<file path="config.mk">
export PLATFORM = sky130hd
export DESIGN_NAME = alu_input_sequencer
export DESIGN_NICKNAME = d
export VERILOG_FILES = /design/src/rtl/alu_input_sequencer.sv
export SDC_FILE = /design/constraint.sdc
export NUM_CORES = 1
export LEC_CHECK = 0
export BUFFER_PORTS_ARGS = -buffer_cell sky130_fd_sc_hd__buf_4
export CELL_PAD_IN_SITES_DETAIL_PLACEMENT = 0
export CELL_PAD_IN_SITES_GLOBAL_PLACEMENT = 1
export CORE_MARGIN = 2
export CORE_UTILIZATION = 38
export CTS_CLUSTER_SIZE = 10
export DETAILED_ROUTE_END_ITERATION = 10
export PLACE_DENSITY_LB_ADDON = 0.15
export SKIP_CTS_REPAIR_TIMING = 1
export SYNTH_ARGS = -nofsm -noshare
export SYNTH_HDL_FRONTEND = slang
export SYNTH_SLANG_ARGS = --single-unit
</file>
<file path="constraint.sdc">
create_clock -name clk -period 1.8 [get_ports clk]
set_input_delay 0.27 -clock clk [delete_from_list [all_inputs] [get_ports clk]]
set_output_delay 0.27 -clock clk [all_outputs]
set_load 0.03 [all_outputs]
</file>
<file path="src/rtl/alu_input_sequencer.sv">
// Operand/opcode loader for the 16-bit ALU: loads A, B and op from the switches, pulses start,
// then captures the result and flags into hold registers for the display.
module alu_input_sequencer #(
  parameter int WIDTH        = 16,
  parameter int OP_WIDTH     = 4,
  parameter int START_CYCLES = 4
) (
  input  logic                clk,
  input  logic                rst_n,
  input  logic [WIDTH-1:0]    sw,
  input  logic                btn_load,
  input  logic                btn_clear,
  output logic [WIDTH-1:0]    a,
  output logic [WIDTH-1:0]    b,
  output logic [OP_WIDTH-1:0] op,
  output logic                start,
  input  logic [WIDTH-1:0]    alu_result,
  input  logic                alu_n,
  input  logic                alu_z,
  input  logic                alu_c,
  input  logic                alu_v,
  output logic [WIDTH-1:0]    res_q,
  output logic [3:0]          flags_q,
  output logic                res_valid,
  output logic [2:0]          state_dbg
);

  localparam logic [2:0] LOAD_A  = 3'd0;
  localparam logic [2:0] LOAD_B  = 3'd1;
  localparam logic [2:0] LOAD_OP = 3'd2;
  localparam logic [2:0] RUN     = 3'd3;
  localparam logic [2:0] CAPTURE = 3'd4;
  localparam logic [2:0] SHOW    = 3'd5;

  localparam logic [7:0] CNT_INIT = 8'(START_CYCLES - 1);

  logic [1:0] btn_raw;
  logic [1:0] btn_pulse;
  logic       load_pulse;
  logic       clear_pulse;

  assign btn_raw     = {btn_clear, btn_load};
  assign load_pulse  = btn_pulse[0];
  assign clear_pulse = btn_pulse[1];

  // Each button: two-flop synchroniser followed by a rising-edge detector.
  genvar gi;
  generate
    for (gi = 0; gi < 2; gi++) begin : g_btn
      logic sync1_reg;
      logic sync2_reg;
      logic prev_reg;

      always_ff @(posedge clk or negedge rst_n) begin
        if (!rst_n) begin
          sync1_reg <= 1'b0;
          sync2_reg <= 1'b0;
          prev_reg  <= 1'b0;
        end else begin
          sync1_reg <= btn_raw[gi];
          sync2_reg <= sync1_reg;
          prev_reg  <= sync2_reg;
        end
      end

      assign btn_pulse[gi] = sync2_reg & ~prev_reg;
    end
  endgenerate

  logic [2:0]          state_reg, state_next;
  logic [WIDTH-1:0]    a_reg, a_next;
  logic [WIDTH-1:0]    b_reg, b_next;
  logic [OP_WIDTH-1:0] op_reg, op_next;
  logic                start_reg, start_next;
  logic [7:0]          cnt_reg, cnt_next;
  logic [WIDTH-1:0]    res_reg, res_next;
  logic [3:0]          flags_reg, flags_next;
  logic                valid_reg, valid_next;

  always_comb begin
    state_next = state_reg;
    a_next     = a_reg;
    b_next     = b_reg;
    op_next    = op_reg;
    start_next = start_reg;
    cnt_next   = cnt_reg;
    res_next   = res_reg;
    flags_next = flags_reg;
    valid_next = valid_reg;

    // Clear overrides everything, including a simultaneous load.
    if (clear_pulse) begin
      state_next = LOAD_A;
      a_next     = '0;
      b_next     = '0;
      op_next    = '0;
      start_next = 1'b0;
      cnt_next   = '0;
      res_next   = '0;
      flags_next = '0;
      valid_next = 1'b0;
    end else begin
      case (state_reg)
        LOAD_A: begin
          if (load_pulse) begin
            a_next     = sw;
            state_next = LOAD_B;
          end
        end
        LOAD_B: begin
          if (load_pulse) begin
            b_next     = sw;
            state_next = LOAD_OP;
          end
        end
        LOAD_OP: begin
          if (load_pulse) begin
            op_next    = sw[OP_WIDTH-1:0];
            cnt_next   = CNT_INIT;
            start_next = 1'b1;
            state_next = RUN;
          end
        end
        RUN: begin
          if (cnt_reg == 8'd0) begin
            start_next = 1'b0;
            state_next = CAPTURE;
          end else begin
            cnt_next = cnt_reg - 8'd1;
          end
        end
        CAPTURE: begin
          res_next   = alu_result;
          flags_next = {alu_n, alu_z, alu_c, alu_v};
          valid_next = 1'b1;
          state_next = SHOW;
        end
        SHOW: begin
          // Previous result stays valid while the next operation is loaded.
          if (load_pulse) begin
            a_next     = sw;
            state_next = LOAD_B;
          end
        end
        default: begin
          start_next = 1'b0;
          state_next = LOAD_A;
        end
      endcase
    end
  end

  always_ff @(posedge clk or negedge rst_n) begin
    if (!rst_n) begin
      state_reg <= LOAD_A;
      a_reg     <= '0;
      b_reg     <= '0;
      op_reg    <= '0;
      start_reg <= 1'b0;
      cnt_reg   <= '0;
      res_reg   <= '0;
      flags_reg <= '0;
      valid_reg <= 1'b0;
    end else begin
      state_reg <= state_next;
      a_reg     <= a_next;
      b_reg     <= b_next;
      op_reg    <= op_next;
      start_reg <= start_next;
      cnt_reg   <= cnt_next;
      res_reg   <= res_next;
      flags_reg <= flags_next;
      valid_reg <= valid_next;
    end
  end

  assign a         = a_reg;
  assign b         = b_reg;
  assign op        = op_reg;
  assign start     = start_reg;
  assign res_q     = res_reg;
  assign flags_q   = flags_reg;
  assign res_valid = valid_reg;
  assign state_dbg = state_reg;

endmodule
</file>
# [Word level (Yosys, flattened, before mapping)]
# Cells that the tools add are included.
# W data, S select, Z words.
[totals] register_bits=75 in_bits=40 output_inout_bits=61 word_cells=75
[op_classes] addsub=1 n_eq_ne=11 muxes=28 bitwise_logic=4 reduce_logical=16
[op_table] operator="$mux W16" count=7
[op_table] operator="$mux W8" count=3
[op_table] operator="$mux W4" count=5
[op_table] operator="$pmux W8 S2" count=1
[op_table] operator="$mux W3" count=5
[op_table] operator="$pmux W3 S5" count=1
[op_table] operator="$ne A3 B3 Y1 const B" count=4
[op_table] operator="$reduce_bool A2 Y1" count=5
[op_table] operator="$logic_not A8 Y1" count=1
[op_table] operator="$sub A8 B1 Y8 const B" count=1
[op_table] operator="$eq A3 B2 Y1 const B" count=2
[op_table] operator="$eq A3 B3 Y1 const B" count=2
[op_table] operator="$reduce_and A2 Y1" count=3
[op_table] operator="$reduce_and A3 Y1" count=2
[op_table] operator="$mux W1" count=5
[op_table] operator="$reduce_and A4 Y1" count=1
[op_table] operator="$reduce_or A4 Y1" count=1
[op_table] operator="$eq A3 B1 Y1 const B" count=1
[op_table] operator="$logic_not A3 Y1" count=1
[op_table] operator="$ne A3 B1 Y1 const B" count=1
[op_table] operator="$pmux W1 S3" count=1
[op_table] operator="$reduce_bool A3 Y1" count=1
[op_table] operator="$and A1 B1 Y1" count=2
[op_table] operator="$ne A2 B1 Y1 const B" count=1
[op_table] operator="other kinds (2)" count=3

# [Logic depth before layout (Yosys ltp)]
# Gate-level depths: netlist of the first run.
[depth] word_depth=5 ltp_mapped=7 depth_no_buf=6

# [Worst setup path before layout of the first run]
# No wires, ideal clock.
[synth_timing] path_type="register to register" start="register state_reg[0], in the netlist state_dbg[0]" end="register cnt_reg[0]" setup_ns=0.125 t_arrival_ns=1.578 required_ns=1.675 path_slack_ns=0.097 stages_incl_launch_ff=6 path_buffers=1 period_less_slack_ns=1.703 path_cell_list="dfrtp_1 > buf_4 > nor2_1 > nand3_2 > o211ai_1 > mux2_2"
[synth_via] elab_chain_cells=3 elab_cells_between_ends=8 classes_between="eq/ne: 4; mux: 2; reduce/logical: 2"
[synth_lines] element="start, declared" line="70" text="logic [2:0] state_reg, state_next;"
[synth_lines] element="start signal, assigned" line="165" text="state_reg <= state_next;"
[synth_lines] element="$eq A3 B2 Y1" line="103" text="case (state_reg)"
[synth_lines] element="$ne A3 B3 Y1 (no line) (tied with other cells)"
[synth_lines] element="$reduce_and A3 Y1 (no line) / $mux W8 (equally long branches)"
[synth_lines] element="end signal, assigned" line="170" text="cnt_reg <= cnt_next;"
[synth_lines] element="end, declared" line="75" text="logic [7:0] cnt_reg, cnt_next;"
# Several ways; a longest one is shown, not always the timed one.
# A chain may end at the register's enable or synchronous reset.

# [Final worst setup path of the first run]
[layout_timing] start="register cnt_reg[0]" end="register cnt_reg[1]"
[layout_via] elab_chain_cells=4 elab_cells_between_ends=7 classes_between="add/sub: 1; eq/ne: 1; mux: 3; reduce/logical: 2"
[layout_lines] element="$sub A8 B1 Y8" line="129" text="cnt_next = cnt_reg - 8'd1;"
[layout_lines] element="$mux W8" line="125" text="if (cnt_reg == 8'd0) begin"
[layout_lines] element="$pmux W8 S2" line="103"
[layout_lines] element="$mux W8" line="92" text="if (clear_pulse) begin"
# Several ways; a longest one is shown, not always the timed one. The select of a mux whose other input is x is not followed.

==> results by group, run 1 <==
Yosys
  • Synthesized Nets: 355
  • Yosys warning count: 0
  • Yosys cell types: 45
  • Synth Register Bits: 75
  • Seq/Total Area, Yosys: 58.2%
  • Mapped cell area: 0.00323 mm2
  • Gate Count Post-Synth: 313
  • Async set-reset flop share out of synthesis: 100%
  • Post-synth EDFFs: 0
  • Ys flop type: dfrtp_1
  • Mean Syn Cell Area: 10.3 um2

Floorplan
  • Full die area: 0.00924 mm2
  • Die width: 96.1 um
  • Top-Level Pins: 101
  • Core box area: 0.00822 mm2
  • Cell Rows: 33
  • Die height: 96.1 um
  • Initial core utilization: 39.3%

Pwr
  • P per Cell Area: 1460 mW/mm2
  • Switching Share: 38.6%
  • Power Total: 0.00627 W
  • Clock power frac: 22.3%
  • Psw: 0.00242 W
  • Peak supply drop: 0.000491 V
  • Static leakage: 2.26 nW
  • Int Power: 0.00386 W
  • Logic pwr share: 39.7%
  • Sequential Power Share: 38.0%

Finish
  • Filler cell count: 773
  • Register Area: 0.00188 mm2
  • Area of the multi-input gates: 0.00122 mm2
  • Layout area overhead: 33.4%
  • Commonest non-fill, non-tap cells in the layout: buf_4, dfrtp_1, nand2_1, a21oi_1, nor2_1
  • Layout cells sized above 1: 32.3%
  • Fin nets: 456
  • Most common cell after layout, fill and taps aside: buf_4
  • N_diodes: 0

Routing
  • Vias per cell: 4.87
  • Routed wire per std cell: 14.0 um
  • Detailed Routing Iterations Pass 1: 4
  • Antenna viol nets, final: 0
  • Detailed Route WL: 7340 um
  • Initial DRC count: 124
  • Vias: 2547
  • DR DRC count: 0

Timing
  • Setup TNS: 0 ns
  • Tmin final: 1.68 ns
  • Fin crit share: 93.6%
  • Fmax: 0.594 GHz
  • Final setup fails: 0
  • RSZ-0062 raised after global routing: false
  • Clock skew: 0.00737 ns
  • Hold WS: 0.0343 ns
  • Worst-Margin Slew: 0.440 ns
  • Slew HR: 70.6%
  • Worst setup margin: 0.115 ns
  • Fin. max-slew vios: 0
  • Final hold vios: 0

Setup path
  • Max FO, Critical Path: 4
  • WS Path Type: flop to flop
  • Critical path endpoint category: flop
  • Startpoint types: flop
  • CP arrival: 1.91 ns
  • Critical Path RT: 2.03 ns

Outcome
  • Status: complete, no violations

Clock tree
  • Clock Tree Buf Depth: 2
  • CTS H-tree lvls: 3
  • CTS tree: done
  • CTS Buf Count: 9
  • Clock-pin slew on the worst setup and hold paths: 0.07 ns
  • Clk sinks: 75
  • Clk Latency, worst-skew pair: 0.34 ns
  • Root buffer cell: clkbuf_8

Global routing
  • Vias in the first global route: 2455
  • Met2 Use GR: 26.2%
  • Tot GR Track Use: 16.8%
  • Antenna violations before repair: 0
  • Congestion Overflow GR: 0
  • GRT met3 Usage: 3.92%
  • Largest net degree at the start of global routing: 76
  • Met1 GRT Util: 22.1%
  • First-pass GRT wire length: 11800 um
  • GR peak layer: met2

Placed design
  • Final Wtd Congestion: 0.827
  • Setup WS pre-CTS: 0.143 ns
  • Hpwl dp: 5010 um
  • Port Buf Inserts: 100

Hold path
  • HP Class: input pin to flop

Flow run
  • Max-Cap Viols: 0
[cells in the mapped netlist, drive strengths merged, types with 2 or more instances]
| cell | number | share of area (%) |
|---|---|---|
| mux2i | 20 | 6.2 |
| and3 | 4 | 0.81 |
| inv | 6 | 0.70 |
| dfrtp | 75 | 58 |
| nand2 | 74 | 8.6 |
| nor3 | 6 | 1.4 |
| a21oi | 41 | 6.4 |
| buf | 13 | 2.8 |
| nand3b | 2 | 0.85 |
| nand3 | 3 | 0.62 |
| or3 | 2 | 0.39 |
| mux2 | 2 | 0.70 |
| a2bb2oi | 2 | 0.54 |
| a31oi | 2 | 0.39 |
| nor2b | 2 | 0.39 |
| ha | 2 | 0.78 |
| nand2b | 5 | 1.2 |
| a211o | 3 | 0.81 |
| nor2 | 27 | 3.1 |
| clkbuf | 7 | 0.85 |
[logic make-up (layout without fill, tap and decap cells)]
family | count (synthesis) | in the layout | share of synthesized area (%)
adder cells (fa/ha/maj) | 2 | 2 | 0.776
flip-flops | 75 | 75 | 58.2
AND/OR/NAND/NOR | 129 | 129 | 18.8
buffers and inverters | 26 | 131 | 4.38
multiplexers | 22 | 22 | 6.90
XOR/XNOR | 1 | 1 | 0.272
AO/OA/AOI/OAI | 58 | 58 | 10.7
[power by group through the flow]
stage | Combinational [W] | Sequential [W] | Clock [W]
2_1_floorplan | 0.000951 | 0.00308 | 0
3_3_place_gp | 0.00250 | 0.00241 | 0
3_5_place_dp | 0.00252 | 0.00242 | 0
4_1_cts | 0.00252 | 0.00239 | 0.00146
5_1_grt | 0.00271 | 0.00245 | 0.00152
6_report | 0.00249 | 0.00238 | 0.00140
[through the flow]
step | area (um2) | utilization [%] | cells
floorplan | 3230 | - | 313
global placement | 4080 | 49.6 | 507
detailed placement | 4080 | 49.6 | 507
CTS | 4290 | 52.2 | 522
global route | 4300 | 52.4 | 523
finish | 4300 | 52.4 | 523
[cell type report]
cell class,instances,share of cell area (%)
clock buffer,10,3.20
clock inverter,5,1.80
inverter,6,0.523
multi-input combinational,212,28.3
sequential,75,43.6
tap,105,3.05
timing repair buffer,110,19.5
[metal layers]
metal,part of all wire [%],vias to the layer above
met5,0,-
met4,2.0,0
met3,6.9,13
met2,45,68
met1,46,1211
li1,-,1255
[path summary, 6_finish.rpt]
path                                               from  cells after the start                           end  slack [ns]
min reg2reg                g_btn[1].sync1_reg$_DFF_PN0_                      0  g_btn[1].sync2_reg$_DFF_PN0_        0.35
max in group asynchronous                         rst_n                      3        cnt_reg[1]$_DFFE_PN0P_        1.00
min                                            btn_load                      1  g_btn[0].sync1_reg$_DFF_PN0_        0.03
min in group asynchronous                         rst_n                      3         res_q[10]$_DFFE_PN0P_        0.47
max reg2reg                      cnt_reg[0]$_DFFE_PN0P_                      5        cnt_reg[1]$_DFFE_PN0P_        0.12
max                              cnt_reg[0]$_DFFE_PN0P_                      5        cnt_reg[1]$_DFFE_PN0P_        0.12
[critical path, cell delays in order (launching register included)]
cell and delay (ns):
dfrtp_1 0.39, inv_1 0.09, ha_1 0.23, and3_1 0.18, o211ai_1 0.31, mux2_2 0.37
Power figures use the tool's default switching activity.
==> inputs of run 2 (changes only) <==
--- a/config.mk
+++ b/config.mk
@@ -8,9 +8,9 @@
 export BUFFER_PORTS_ARGS = -buffer_cell sky130_fd_sc_hd__buf_4
 export CELL_PAD_IN_SITES_DETAIL_PLACEMENT = 0
 export CELL_PAD_IN_SITES_GLOBAL_PLACEMENT = 1
+export CORE_ASPECT_RATIO = 0.9
 export CORE_MARGIN = 2
 export CORE_UTILIZATION = 38
-export CTS_CLUSTER_SIZE = 10
 export DETAILED_ROUTE_END_ITERATION = 10
 export PLACE_DENSITY_LB_ADDON = 0.15
 export SKIP_CTS_REPAIR_TIMING = 1
==> results by group, run 2 (same netlist as run 1, synthesis figures left out) <==
Placed design
  • Port Buf Inserts: 100 (unchanged)
  • Placed cell area: 0.00410 mm2 (+0.55%)
  • Hpwl dp: 5340 um (+6.6%)
  • Setup WS pre-CTS: 0.145 ns (+0.00177 ns)
  • Final Wtd Congestion: 0.777 (-6.1%)

Global routing
  • Antenna violations before repair: 0 (unchanged)
  • Largest net degree at the start of global routing: 35 (-54%)
  • First-pass GRT wire length: 12400 um (+5.5%)
  • Tot GR Track Use: 17.1% (+0.31 points)
  • Vias in the first global route: 2484 (+1.2%)
  • Congestion Overflow GR: 0 (unchanged)

Finish
  • Final instance area: 0.00433 mm2 (+0.58%)
  • Layout area overhead: 34.2%
  • Commonest non-fill, non-tap cells in the layout: buf_4, dfrtp_1, nand2_1, a21oi_1, nor2_1
  • Filler cell count: 786 (+1.7%)
  • Most common cell after layout, fill and taps aside: buf_4
  • N_diodes: 0 (unchanged)
  • Fin nets: 460 (+0.88%)
  • Layout cells sized above 1: 32.9% (+0.56 points)

Clock tree
  • Clk Latency, worst-skew pair: 0.34 ns (about the same)
  • Clk sinks: 75 (unchanged)
  • Clock Tree Buf Depth: 2 (unchanged)
  • CTS Buf Count: 9 (unchanged)
  • Clock-pin slew on the worst setup and hold paths: 0.07 ns (about the same)
  • Root buffer cell: clkbuf_8
  • CTS H-tree lvls: 3 (unchanged)
  • CTS tree: done

Timing
  • Fin crit share: 92.0% (-1.7 points)
  • RSZ-0062 raised after global routing: false
  • Fin. max-slew vios: 0 (unchanged)
  • Tmin final: 1.66 ns (-0.0297 ns)
  • Setup TNS: 0 ns (unchanged)
  • Slew HR: 70.3% (-0.29 points)
  • Fmax: 0.604 GHz (+1.8%)
  • Worst setup margin: 0.145 ns (+0.0297 ns)
  • Final setup fails: 0 (unchanged)
  • Worst-Margin Slew: 0.445 ns (+0.00430 ns)
  • Clock skew: 0.0102 ns (+0.00285 ns)
  • Final hold vios: 0 (unchanged)

Setup path
  • Reg-to-Reg End: a[13]$_DFFE_PN0P_
  • Number of cells on the worst reg-to-reg path: 4 (-1)
  • Critical Path RT: 2.01 ns (-0.02 ns)
  • WS Path Type: flop to flop
  • Startpoint types: flop
  • Max FO, Critical Path: 16 (+12)
  • R2R Path Start: state_dbg[0]$_DFFE_PN0P_
  • Cell family with most CP delay: simple AND/OR/NAND/NOR gates
  • CP max stage cell: dfrtp_1
  • CP Cell Sequence: or2b_1 > nand4_4 > mux2i_1 > nor2_1
  • Slowest stage delay, CP: 0.61 ns (+0.22 ns)
  • R2r setup slk: 0.14 ns (+0.03 ns)
  • CP arrival: 1.87 ns (-0.04 ns)
  • CP Buf/Inv Count: 0 (-1)
  • Critical path endpoint category: flop

Floorplan
  • Core box area: 0.00815 mm2 (-0.87%)
  • Cell Rows: 31 (-6.1%)
  • Full die area: 0.00924 mm2 (about the same)
  • Top-Level Pins: 101 (unchanged)
  • Initial core utilization: 39.6% (+0.34 points)
  • Die width: 101 um (+5.2%)
  • Die height: 91.4 um (-4.9%)

Hold path
  • WHS Endpoint: g_btn[1].sync1_reg$_DFF_PN0_
  • HP Class: input pin to flop
  • Hold Path Origin: btn_clear
  • Hold-critical path depth: 1 (unchanged)

Routing
  • Detailed Routing Iterations Pass 1: 4 (unchanged)
  • Detailed Route WL: 7580 um (+3.3%)
  • Routed wire per std cell: 14.5 um (+3.5%)
  • DR DRC count: 0 (unchanged)
  • Vias: 2516 (-1.2%)
  • Initial DRC count: 71 (-43%)
  • Antenna viol nets, final: 0 (unchanged)
  • Vias per cell: 4.82 (-1.0%)

Outcome
  • Status: complete, no violations

Pwr
  • Peak supply drop: 0.000683 V (+39%)
  • P per Cell Area: 1460 mW/mm2 (+0.17%)
  • Static leakage: 2.27 nW (+0.80%)

Flow run
  • Max-Cap Viols: 0 (unchanged)
==> run 2: report_power, final <==
| group | internal (W) | switching [W] | total, W |
|---|---|---|---|
| clock network | 0.000783 | 0.000622 | 0.00141 |
| registers | 0.00209 | 0.000286 | 0.00237 |
| logic | 0.000985 | 0.00156 | 0.00254 |
==> run 2: how the worst max path moves through the flow <==
stage / start / end / slack [ns] / cells after the start
floorplan: state_dbg[0]$_DFFE_PN0P_ / cnt_reg[0]$_DFFE_PN0P_ / 0.1 / 5
global placement: state_dbg[0]$_DFFE_PN0P_ / a[12]$_DFFE_PN0P_ / 0.17 / 4
detailed placement: cnt_reg[5]$_DFFE_PN0P_ / start$_DFFE_PN0P_ / 0.14 / 4
CTS: cnt_reg[5]$_DFFE_PN0P_ / start$_DFFE_PN0P_ / 0.13 / 4
global route: cnt_reg[0]$_DFFE_PN0P_ / cnt_reg[1]$_DFFE_PN0P_ / 0.06 / 5
finish: state_dbg[0]$_DFFE_PN0P_ / a[13]$_DFFE_PN0P_ / 0.14 / 4
==> run 2: metrics by stage <==
step,hold WS (ns),total power (W),cells,util (%)
global placement,0.248,0.00494,505,50.3
CTS,-0.129,0.00640,521,53.0
global route,0.000467,0.00671,522,53.1
floorplan,-0.0256,0.00403,313,-
finish,0.0360,0.00632,522,53.1
detailed placement,0.251,0.00498,505,50.3
==> run 2: cell type report <==
cell class | instances | area (um2) | area share (%)
inverter | 6 | 22.5 | 0.520
timing repair buffer | 114 | 871 | 20.1
clock inverter | 6 | 90.1 | 2.08
clock buffer | 10 | 128 | 2.95
tap | 99 | 124 | 2.86
sequential | 75 | 1880 | 43.4
multi-input combinational | 212 | 1220 | 28.1
==> run 2: routing by layer <==
metal	share of wire [%]	vias to the layer above	wire length, um	GRT usage (%)
met5	0	-	0	0
met4	0.96	0	73	4.39
li1	-	1262	-	-
met3	6.2	7	472	5.77
met2	46	69	3470	25.8
met1	47	1178	3570	23.7
==> inputs of run 3 (changes only) <==
--- a/config.mk
+++ b/config.mk
@@ -10,7 +10,7 @@
 export CELL_PAD_IN_SITES_GLOBAL_PLACEMENT = 1
 export CORE_ASPECT_RATIO = 0.9
 export CORE_MARGIN = 2
-export CORE_UTILIZATION = 38
+export CORE_UTILIZATION = 40
 export DETAILED_ROUTE_END_ITERATION = 10
 export PLACE_DENSITY_LB_ADDON = 0.15
 export SKIP_CTS_REPAIR_TIMING = 1
==> constraint.sdc (replaced) <==
create_clock -name clk -period 2.1 [get_ports clk]
set_input_delay 0.315 -clock clk [delete_from_list [all_inputs] [get_ports clk]]
set_output_delay 0.315 -clock clk [all_outputs]
set_load 0.03 [all_outputs]
==> results by group, run 3 (same netlist as run 1, synthesis figures left out) <==
Outcome
  • Status: complete, no violations

Setup path
  • Startpoint types: flop
  • Critical path endpoint category: flop
  • WS Path Type: flop to flop
  • Critical Path RT: 2.32 ns (+0.31 ns)
  • Max FO, Critical Path: 16 (unchanged)
  • CP arrival: 1.93 ns (+0.06 ns)

Pwr
  • Psw: 0.00207 W (-16%)
  • Clock power frac: 23.8% (+1.6 points)
  • Static leakage: 2.26 nW (-0.54%)
  • Sequential Power Share: 37.5% (about the same)
  • Power Total: 0.00547 W (-13%)
  • Int Power: 0.00340 W (-12%)
  • P per Cell Area: 1270 mW/mm2 (-13%)
  • Switching Share: 37.9% (-1.1 points)
  • Logic pwr share: 38.7% (-1.5 points)
  • Peak supply drop: 0.000471 V (-31%)

Timing
  • Fmax: 0.583 GHz (-3.5%)
  • Tmin final: 1.71 ns (+0.0593 ns)
  • Fin. max-slew vios: 0 (unchanged)
  • Final hold vios: 0 (unchanged)
  • Final setup fails: 0 (unchanged)
  • Setup TNS: 0 ns (unchanged)
  • RSZ-0062 raised after global routing: false
  • Hold WS: 0.0727 ns (+0.0367 ns)
  • Fin crit share: 81.6% (-10 points)
  • Clock skew: 0.00854 ns (-0.00168 ns)
  • Worst setup margin: 0.385 ns (+0.241 ns)
  • Slew HR: 60.2% (-10 points)
  • Worst-Margin Slew: 0.597 ns (+0.152 ns)

Floorplan
  • Cell Rows: 31 (unchanged)
  • Full die area: 0.00880 mm2 (-4.8%)
  • Core box area: 0.00795 mm2 (-2.4%)
  • Top-Level Pins: 101 (unchanged)
  • Die height: 89.2 um (-2.4%)
  • Initial core utilization: 40.6% (+0.97 points)
  • Die width: 98.7 um (-2.4%)

Placed design
  • Port Buf Inserts: 100 (unchanged)
  • Setup WS pre-CTS: 0.380 ns (+0.235 ns)
  • Final Wtd Congestion: 0.746 (-4.0%)
  • Hpwl dp: 5160 um (-3.2%)

Global routing
  • First-pass GRT wire length: 12200 um (-1.9%)
  • Vias in the first global route: 2456 (-1.1%)
  • Antenna violations before repair: 0 (unchanged)
  • Largest net degree at the start of global routing: 38 (+8.6%)
  • Tot GR Track Use: 17.8% (+0.63 points)
  • Congestion Overflow GR: 0 (unchanged)

Routing
  • DR DRC count: 0 (unchanged)
  • Vias: 2524 (+0.32%)
  • Vias per cell: 4.87 (+1.1%)
  • Routed wire per std cell: 14.2 um (-2.3%)
  • Initial DRC count: 93 (+31%)
  • Antenna viol nets, final: 0 (unchanged)
  • Detailed Route WL: 7350 um (-3.0%)
  • Detailed Routing Iterations Pass 1: 6 (+2)

Finish
  • Layout area overhead: 33.7%
  • Most common cell after layout, fill and taps aside: buf_4
  • N_diodes: 0 (unchanged)
  • Fin nets: 456 (-0.87%)
  • Commonest non-fill, non-tap cells in the layout: buf_4, dfrtp_1, nand2_1, a21oi_1, nor2_1
  • Layout cells sized above 1: 31.5% (-1.4 points)
  • Filler cell count: 731 (-7.0%)

Clock tree
  • Clock-pin slew on the worst setup and hold paths: 0.07 ns (about the same)
  • CTS Buf Count: 9 (unchanged)
  • Clock Tree Buf Depth: 2 (unchanged)
  • CTS tree: done
  • Root buffer cell: clkbuf_8
  • Clk Latency, worst-skew pair: 0.35 ns (about the same)
  • Clk sinks: 75 (unchanged)
  • CTS H-tree lvls: 3 (unchanged)

Flow run
  • Max-Cap Viols: 0 (unchanged)

Hold path
  • HP Class: input pin to flop
[run 3: cell count changes in the layout (fill, tap and decap cells not counted), sizes merged]
| cell | before | now |
|---|---|---|
| clkinvlp | 1 | 0 |
| clkinv | 3 | 1 |
| buf | 113 | 109 |
| clkbuf | 10 | 12 |
| bufinv | 2 | 3 |
[run 3: final cells by class]
| type | instances | area, um2 | area share [%] |
|---|---|---|---|
| clock buffers | 12 | 135 | 3.13 |
| clock inverters | 4 | 98.8 | 2.29 |
| inverters | 6 | 22.5 | 0.522 |
| multi-input cells | 212 | 1210 | 28.2 |
| flip-flops and latches | 75 | 1880 | 43.5 |
| well taps | 99 | 124 | 2.87 |
| repair buffers | 110 | 841 | 19.5 |
[run 3: worst paths after layout]
path / slack (ns) / endpoint / startpoint / cells past startpoint
min reg2reg: 0.35 / g_btn[0].sync2_reg$_DFF_PN0_ / g_btn[0].sync1_reg$_DFF_PN0_ / 0
max reg2reg: 0.39 / b[11]$_DFFE_PN0P_ / state_dbg[0]$_DFFE_PN0P_ / 4
min in group asynchronous: 0.39 / res_q[12]$_DFFE_PN0P_ / rst_n / 2
max: 0.39 / b[11]$_DFFE_PN0P_ / state_dbg[0]$_DFFE_PN0P_ / 4
min: 0.07 / g_btn[0].sync1_reg$_DFF_PN0_ / btn_load / 1
max in group asynchronous: 1.14 / g_btn[0].sync2_reg$_DFF_PN0_ / rst_n / 3
[run 3: worst max-delay path: stages (launching register included)]
cell      delay [ns]
dfrtp_1         0.58
nand2b_4        0.13
or3_1           0.63
nand2_1         0.16
a21oi_1         0.08
[run 3: per-stage QoR]
step	util [%]	cell area, um2	cells
floorplan	-	3230	313
detailed placement	51.2	4070	501
finish	54.2	4310	518
global route	54.2	4310	518
CTS	54.1	4300	517
global placement	51.2	4070	501
[run 3: power by group through the flow]
stage	combinational, W	clock, W	sequential, W
6_report	0.00212	0.00130	0.00206
5_1_grt	0.00230	0.00141	0.00211
4_1_cts	0.00214	0.00134	0.00206
3_5_place_dp	0.00214	0	0.00209
3_3_place_gp	0.00212	0	0.00207
2_1_floorplan	0.000815	0	0.00264
[run 3: per-layer routing]
layer | vias up | part of all wire (%) | track usage [%]
met5 | - | 0 | 0
met1 | 1194 | 47 | 24.7
li1 | 1250 | - | -
met2 | 69 | 46 | 26.3
met3 | 11 | 5.8 | 5.86
met4 | 0 | 1.4 | 6.35
